[src/rtl/binary_countdown_saturated_if.sv]
// Control/status bundle for binary_countdown_saturated.
// All signals are level-sampled on the rising clock edge; there is no valid/ready
// handshake: load/start/pause act on every edge they are high, and leds/busy/done are registered.
interface binary_countdown_saturated_if;
    logic       load;
    logic [7:0] load_value;
    logic       start;
    logic       pause;
    logic [7:0] leds;
    logic       busy;
    logic       done;

    modport master (
        output load, load_value, start, pause,
        input  leds, busy, done
    );

    modport slave (
        input  load, load_value, start, pause,
        output leds, busy, done
    );
endinterface

[src/rtl/binary_countdown_saturated.sv]
// Prescaled 8-bit countdown that saturates at zero, with start/pause/load control,
// a registered busy flag and a one-cycle done pulse on expiry.
module binary_countdown_saturated #(
    parameter int unsigned MAX_COUNT = 100
) (
    input  logic                          clk,
    input  logic                          rst,
    binary_countdown_saturated_if.slave   bus,
    output logic [1:0]                    state_o
);

    typedef enum logic [1:0] {
        IDLE    = 2'd0,
        RUN     = 2'd1,
        EXPIRED = 2'd2
    } state_e;

    localparam logic [31:0] LAST_TICK = 32'(MAX_COUNT - 1);

    state_e      state_q, state_d;
    logic [31:0] prescale_q, prescale_d;
    logic [7:0]  leds_q, leds_d;
    logic        busy_q, busy_d;
    logic        done_q, done_d;

    always_ff @(posedge clk) begin
        if (rst) begin
            state_q    <= IDLE;
            prescale_q <= '0;
            leds_q     <= '0;
            busy_q     <= 1'b0;
            done_q     <= 1'b0;
        end else begin
            state_q    <= state_d;
            prescale_q <= prescale_d;
            leds_q     <= leds_d;
            busy_q     <= busy_d;
            done_q     <= done_d;
        end
    end

    always_comb begin
        state_d    = state_q;
        prescale_d = prescale_q;
        leds_d     = leds_q;
        done_d     = 1'b0;

        if (bus.load) begin
            // load overrides everything, including a decrement due on this edge
            leds_d     = bus.load_value;
            prescale_d = '0;
            state_d    = IDLE;
        end else begin
            unique case (state_q)
                IDLE: begin
                    if (bus.start && (leds_q != 8'd0)) begin
                        state_d    = RUN;
                        prescale_d = '0;
                    end
                end
                RUN: begin
                    if (!bus.pause) begin
                        if (prescale_q == LAST_TICK) begin
                            prescale_d = '0;
                            if (leds_q != 8'd0) begin
                                leds_d = leds_q - 8'd1;
                            end
                            if (leds_q <= 8'd1) begin
                                state_d = EXPIRED;
                                done_d  = 1'b1;
                            end
                        end else begin
                            prescale_d = prescale_q + 32'd1;
                        end
                    end
                end
                EXPIRED: begin
                    leds_d     = '0;
                    prescale_d = '0;
                end
                default: begin
                    state_d    = IDLE;
                    prescale_d = '0;
                end
            endcase
        end

        busy_d = (state_d == RUN);
    end

    assign bus.leds = leds_q;
    assign bus.busy = busy_q;
    assign bus.done = done_q;
    assign state_o  = state_q;

endmodule

[src/flat_wrapper.sv]
// flat-port wrapper written by rule: the top's interface ports become plain ports
module binary_countdown_saturated_flat 
#(
    parameter int unsigned MAX_COUNT = 100
)
  (clk, rst, state_o, bus_load, bus_load_value, bus_start, bus_pause, bus_leds, bus_busy, bus_done);
  binary_countdown_saturated_if bus_i ();
  input  logic clk;
  input  logic rst;
  output logic [1:0] state_o;
  input wire logic [$bits(bus_i.load)-1:0] bus_load;
  input wire logic [$bits(bus_i.load_value)-1:0] bus_load_value;
  input wire logic [$bits(bus_i.start)-1:0] bus_start;
  input wire logic [$bits(bus_i.pause)-1:0] bus_pause;
  output wire logic [$bits(bus_i.leds)-1:0] bus_leds;
  output wire logic [$bits(bus_i.busy)-1:0] bus_busy;
  output wire logic [$bits(bus_i.done)-1:0] bus_done;
  assign bus_i.load = bus_load;
  assign bus_i.load_value = bus_load_value;
  assign bus_i.start = bus_start;
  assign bus_i.pause = bus_pause;
  assign bus_leds = bus_i.leds;
  assign bus_busy = bus_i.busy;
  assign bus_done = bus_i.done;
  binary_countdown_saturated #(.MAX_COUNT(MAX_COUNT)) u_core (.clk(clk), .rst(rst), .bus(bus_i), .state_o(state_o));
endmodule
[config.mk]
export PLATFORM = sky130hd
export DESIGN_NAME = binary_countdown_saturated_flat
export DESIGN_NICKNAME = d
export VERILOG_FILES = /design/src/rtl/binary_countdown_saturated_if.sv /design/src/rtl/binary_countdown_saturated.sv /design/src/flat_wrapper.sv
export SDC_FILE = /design/constraint.sdc
export NUM_CORES = 1
export LEC_CHECK = 0
export BUFFER_PORTS_ARGS = -buffer_cell sky130_fd_sc_hd__buf_2
export CORE_MARGIN = 2
export CORE_UTILIZATION = 58
export DETAILED_ROUTE_END_ITERATION = 8
export GPL_TIMING_DRIVEN = 0
export PLACE_DENSITY = 0.79
export SYNTH_ARGS = -nofsm -noshare
export SYNTH_HDL_FRONTEND = slang
export SYNTH_SLANG_ARGS = --single-unit
[constraint.sdc]
create_clock -name clk -period 3 [get_ports clk]
set_input_delay 0.6 -clock clk [delete_from_list [all_inputs] [get_ports clk]]
set_output_delay 0.6 -clock clk [all_outputs]
set_load 0.01 [all_outputs]
Word level (Yosys, flattened, before mapping). Index checks and enable logic that the tools add are counted.

Register bits after elaboration: 44. Input bits: 13. Output and inout bits: 12.

Add/subtract/negate cells: 2. Order comparisons: 1. Equality and inequality tests: 9. Multiplexer cells: 16. Bitwise logic cells: 2. Reductions and logical operators: 8.

Operators with widths (count): $mux 32 (3); $pmux 32 s2 (1); $add 32x1->32 const B (1); $eq 32x7->1 const B (1); $mux 8 (4); $pmux 8 s2 (1); $mux 2 (5); $le 8x1->1 const B (1); $reduce_bool 8->1 (1); $sub 8x1->8 const B (1); $ne 3x2->1 const B (2); $pmux 2 s3 (1); $reduce_or 5->1 (1); $eq 2x1->1 const B (2); $reduce_and 4->1 (1); $ne 3x3->1 const B (1); $reduce_bool 3->1 (1); $eq 2x2->1 const B (1); $logic_not 2->1 (1); $ne 2x1->1 const B (1); $ne 2x2->1 const B (1); $not 1->1 (2); $reduce_and 2->1 (1); $reduce_or 2->1 (1); other kinds (2) (2).

Depth between registers and ports, before layout.
Depth after elaboration: 7. Depth in mapped cells: 9.

Worst setup path before layout. No wires, ideal clock.

Kind: register to register. Start point: register u_core.leds_q[0], in the netlist u_core.bus.leds[0]. End point: register u_core.prescale_q[17]. Arrival: 2.143 ns. Required time: 2.930 ns. Setup slack: 0.787 ns. Cell stages (with the launch flop): 9. Period minus slack after synthesis: 2.213 ns. Cells stage by stage: dfxtp_1 inv_1 ha_1 nor3b_1 a21boi_1 o211ai_1 buf_2 or3_2 a21oi_1.

Word-level cells in the longest chain between the ends: 4.

RTL lines: start: declaration (RTL line binary_countdown_saturated.sv:22) `logic [7:0] leds_q, leds_d;`; start signal: assignment (RTL line binary_countdown_saturated.sv:36) `leds_q <= leds_d;`; $reduce_bool 8->1 (RTL line binary_countdown_saturated.sv:56) `if (bus.start && (leds_q != 8'd0)) begin`; $logic_and 1x1->1 (RTL line binary_countdown_saturated.sv:56); $ne 2x1->1 (no line); $reduce_and 2->1 (no line); end signal: assignment (RTL line binary_countdown_saturated.sv:35) `prescale_q <= prescale_d;`; end: declaration (RTL line binary_countdown_saturated.sv:21) `logic [31:0] prescale_q, prescale_d;`.

Every way passes these cells. A chain may end at the register's enable or synchronous reset.

Worst setup path in the final report. Ends and elaborated chain as after synthesis.

==> results.rst <==
.. list-table::
   :header-rows: 1

   * - Metric
     - Value
   * - Reg-to-reg setup timing slack
     - 0.42 ns
   * - Result of the run
     - finished, final reports clean
   * - Crit. End Element
     - flop
   * - Static power due to leakage
     - just under 0.9 nW
   * - Hold path startpoint
     - u_core.prescale_q[31]
   * - Warnings, synthesis
     - 0
   * - Cts hold-fix bufs
     - 0
   * - Clk slew on worst S/H paths
     - around 0.090 ns
   * - Final estimated routing congestion in global placement
     - ~0.94
   * - Post-cts repair resize count
     - 0
   * - Final TNS setup
     - 0 ns
   * - Worst Hold End
     - u_core.prescale_q[31]
   * - Max-slew violation count
     - 0
   * - Fraction of the mapped netlist area in adder cells
     - 1.56%
   * - Wire length after detailed routing
     - 5650 µm
   * - Reg2Reg Launch Point
     - u_core.bus.leds[0]
   * - CTS sink cnt
     - 44
   * - Simple logic cell fraction of the synthesized area
     - 26.4%
   * - Total vias in the final route
     - 2298
   * - Starting density of the core
     - between 60% and 70%
   * - HPWL after DPL
     - roughly 4100 µm
   * - Cell taking the most area after synthesis
     - dfxtp_1
   * - Setup violators final
     - 0
   * - Synthesis-stage register bit count
     - 44
   * - VDD IR-drop max
     - 0.339 mV
   * - Tmin final
     - between 2 and 3 ns
   * - Core box area
     - 4000 µm²
   * - Number of setup buffers added after CTS
     - 0
   * - Violation count after the first detailed-route iteration
     - between 150 and 200
   * - Switch share
     - 27.0%
   * - Area after DPL
     - between 2000 and 3000 µm²
   * - P_sw
     - around 300 µW
   * - Share of total power in sequential cells
     - 53.1%
   * - Hold Crit Class
     - flop to flop
   * - Fraction of layout instances using a drive strength above 1
     - 15.3%
   * - Number of instances on the worst hold path
     - 2
   * - Core Rows
     - 23
   * - Remaining antenna violation count
     - 0
   * - Maximum number of pins on one net before global-route repair
     - 14
   * - RSZ-0062 raised after global routing
     - no
   * - Number of enable flip-flop cells after synthesis
     - 0
   * - Portion of netlist area occupied by mux cells
     - 0%
   * - Arrival time reported for the critical path endpoint
     - 2.82 ns
   * - Ys flop type
     - dfxtp_1
   * - Number of unique standard cell types used by synthesis
     - 54
   * - Number of antenna violations at the first check in global routing
     - 0
   * - Final net count
     - around 340
   * - Compound-cell area share of the yosys netlist
     - 25.6%
   * - Synthesized area per cell
     - 8.31 µm²
   * - Detail-routed via count per cell
     - 6.21
   * - Buffers on Ports
     - 23
   * - Slew of the pin with the lowest slew margin
     - 0.717 ns
   * - First-pass GRT wire length
     - 9400 µm
   * - Number of max-cap violations
     - 0
   * - Slowest cell on the critical path
     - a21boi_1
   * - Fin Hold WS
     - between 0.4 and 0.5 ns
   * - Main combinational cell family by area after synthesis
     - simple AND/OR/NAND/NOR gates
   * - Most frequent cells after synthesis
     - 44 x dfxtp_1, 31 x nor2_1, 19 x a21oi_1, 19 x nand2_1, 17 x o21ai_0
   * - Layout overhead on the synthesized area
     - 11.3%
   * - Relative contribution of the clock network to total power
     - between 30% and 40%
   * - Total congestion overflow
     - 0
   * - Clock tree from TritonCTS
     - done
   * - Worst endpoint required time
     - ~3.2 ns
   * - Most frequently used cell type in the post-synthesis netlist
     - dfxtp_1
   * - Share of the synthesized netlist area taken by xor and xnor gates
     - 6.20%
   * - Die area
     - 4670 µm²
   * - Syn Nets
     - 305
   * - Largest fanout on the critical path
     - 10
   * - Final antenna diode count
     - 0
   * - Number of placed instances with taps included
     - 362
   * - Layout Cell Area excl Fill
     - 2670 µm²
   * - Cell depth of the worst flop-to-flop path
     - 8
   * - Largest cells by area after synthesis
     - dfxtp_1 37%, nor2_1 4.8%, a21oi_1 4.0%, o21ai_0 3.5%, xor2_1 3.3%
   * - Comb power frac
     - a little under an eighth
   * - CTS root buf
     - clkbuf_8
   * - Worst relative slew slack
     - 51.9%
   * - Height of the chip
     - about 70 µm
   * - Total power per unit cell area
     - approximately 430 nW/µm²
   * - Maximum clock skew at final layout
     - 0.00363 ns
   * - Share of async-settable or async-resettable flops after synthesis
     - 0%
   * - Internal power
     - around 830 µW
   * - Critical Path Source Type
     - flop
   * - Skew-Pair Late Insertion Delay
     - 0.30 ns
   * - Count of endpoints failing hold in the final timing report
     - 0
   * - Fin worst setup slack
     - approximately 0.42 ns
   * - Total Routing Usage GR
     - 26.5%
   * - Area share of the largest cell type after synthesis
     - 36.7%
   * - Share of the cycle needed by the critical path after routing
     - a little under nine tenths
   * - Number of buffers on the longest clock path
     - 2
   * - Average routed wire per standard cell
     - 15.3 µm
   * - Width of the die
     - 68.3 µm
   * - Part of the Yosys area used for sequential elements
     - 36.7%
   * - Mapped Cells
     - 289
   * - CTS HTree Levels
     - 2
   * - Setup Crit Path Kind
     - flop to flop
   * - Vias in the first global route
     - 2007
   * - Highest attainable clock frequency
     - 0.387 GHz
   * - Filler cells
     - 355
   * - Top-level port count
     - 25
   * - Worst slack after detailed placement
     - 0.397 ns
   * - Post-Synthesis Cell Area
     - 2400 µm²
   * - Non-Filler Instances
     - 370
   * - Cts bufs inserted
     - 5
   * - Largest stage delay on the critical path
     - approximately 0.54 ns
   * - Crit path cell chain
     - inv_1 -> ha_1 -> nor3b_1 -> a21boi_1 -> o211ai_1 -> buf_2 -> or3_2 -> a21oi_1
   * - Initial DRT Pass Iterations
     - 4
   * - Critical R2R Capture
     - u_core.prescale_q[17]
   * - DR DRC count
     - 0
==> sequential cells by signal, indices dropped and copies added, names as in the netlist <==
signal and cells:
u_core.prescale_q 32, u_core.state_o 2, u_core.bus.leds 8, u_core.bus.done 1, u_core.bus.busy 1
==> critical path, delay by kind of cell, from the launching register on <==
family	cells	cell delay [ns]
buf+inv	2	0.32
compound gates	3	0.95
flops	1	0.42
simple gates	2	0.59
fa+ha+maj	1	0.25
==> worst max-delay path by stage <==
| stage | start | endpoint | slack [ns] | depth (start not counted) |
|---|---|---|---|---|
| global placement | bus_start | u_core.prescale_q[17] | 0.36 | 7 |
| detailed placement | bus_start | u_core.prescale_q[17] | 0.40 | 7 |
| floorplan | u_core.bus.leds[0] | u_core.prescale_q[17] | 0.79 | 8 |
| finish | u_core.bus.leds[0] | u_core.prescale_q[17] | 0.42 | 8 |
| CTS | u_core.bus.leds[0] | u_core.prescale_q[17] | 0.44 | 8 |
| global route | u_core.bus.leds[0] | u_core.prescale_q[17] | 0.19 | 8 |
==> cell type report <==
cell class	count	area [µm²]	share of cell area [%]
inverter	10	37.5	1.40
clock buffer	7	86.3	3.23
buffer	11	47.5	1.78
tap	50	62.6	2.34
multi-input combinational	224	1440	53.7
clock inverter	1	7.51	0.281
timing repair buffer	23	115	4.31
sequential	44	881	33.0
==> power by group through the flow <==
stage          Combinational, mW  Clock (mW)  Sequential [mW]
2_1_floorplan             0.0895           0            0.623
3_3_place_gp               0.134           0            0.620
3_5_place_dp               0.135           0            0.621
4_1_cts                    0.136       0.405            0.607
5_1_grt                    0.153       0.423            0.609
6_report                   0.137       0.398            0.607
==> logic make-up after synthesis <==
family          after synthesis
fa+ha+maj                     3
xor+xnor                     17
flops                        44
simple gates                116
compound gates               88
buf+inv                      21
==> placed cells by master, fill, tap and decap left out, types with 2 or more instances in the layout <==
cell type	Yosys	layout
buf_2	4	27
or2_2	2	2
a31oi_1	3	3
a21oi_1	19	19
o21ai_0	17	17
xor2_1	9	9
o2111ai_1	4	4
or3b_2	2	2
and3_1	3	3
a2111oi_0	5	5
clkbuf_1	5	6
nor4_1	10	10
or4_1	4	4
dfxtp_1	44	44
or4_4	2	2
xnor2_1	8	8
ha_1	3	3
nand4_1	9	9
o31ai_1	6	6
inv_1	10	10
a22oi_1	3	3
a211o_1	4	4
o211ai_1	5	5
nand2_1	19	19
nor3_1	4	4
o41ai_1	2	2
a211oi_1	7	7
and4_1	4	4
a32oi_1	2	2
clkbuf_8	0	6
nor2b_1	3	3
nand3_1	5	5
or3_1	10	10
nor2_1	31	31
==> routing by layer <==
| layer | vias up | routed length, µm | GRT usage, % |
|---|---|---|---|
| met2 | 57 | 2490 | 39.6 |
| met1 | 1061 | 2760 | 37.1 |
| met3 | 11 | 294 | 6.09 |
| met5 | - | 0 | 0 |
| met4 | 0 | 96 | 10.0 |
| li1 | 1169 | - | - |
==> stage by stage <==
step | total power [mW] | util [%]
after detailed placement | 0.756 | 64.5
after global routing | 1.19 | 66.8
after global placement | 0.754 | 64.5
after CTS | 1.15 | 66.8
after floorplan | 0.713 | -
final | 1.14 | 66.8
(Power assumes the default switching activity.)
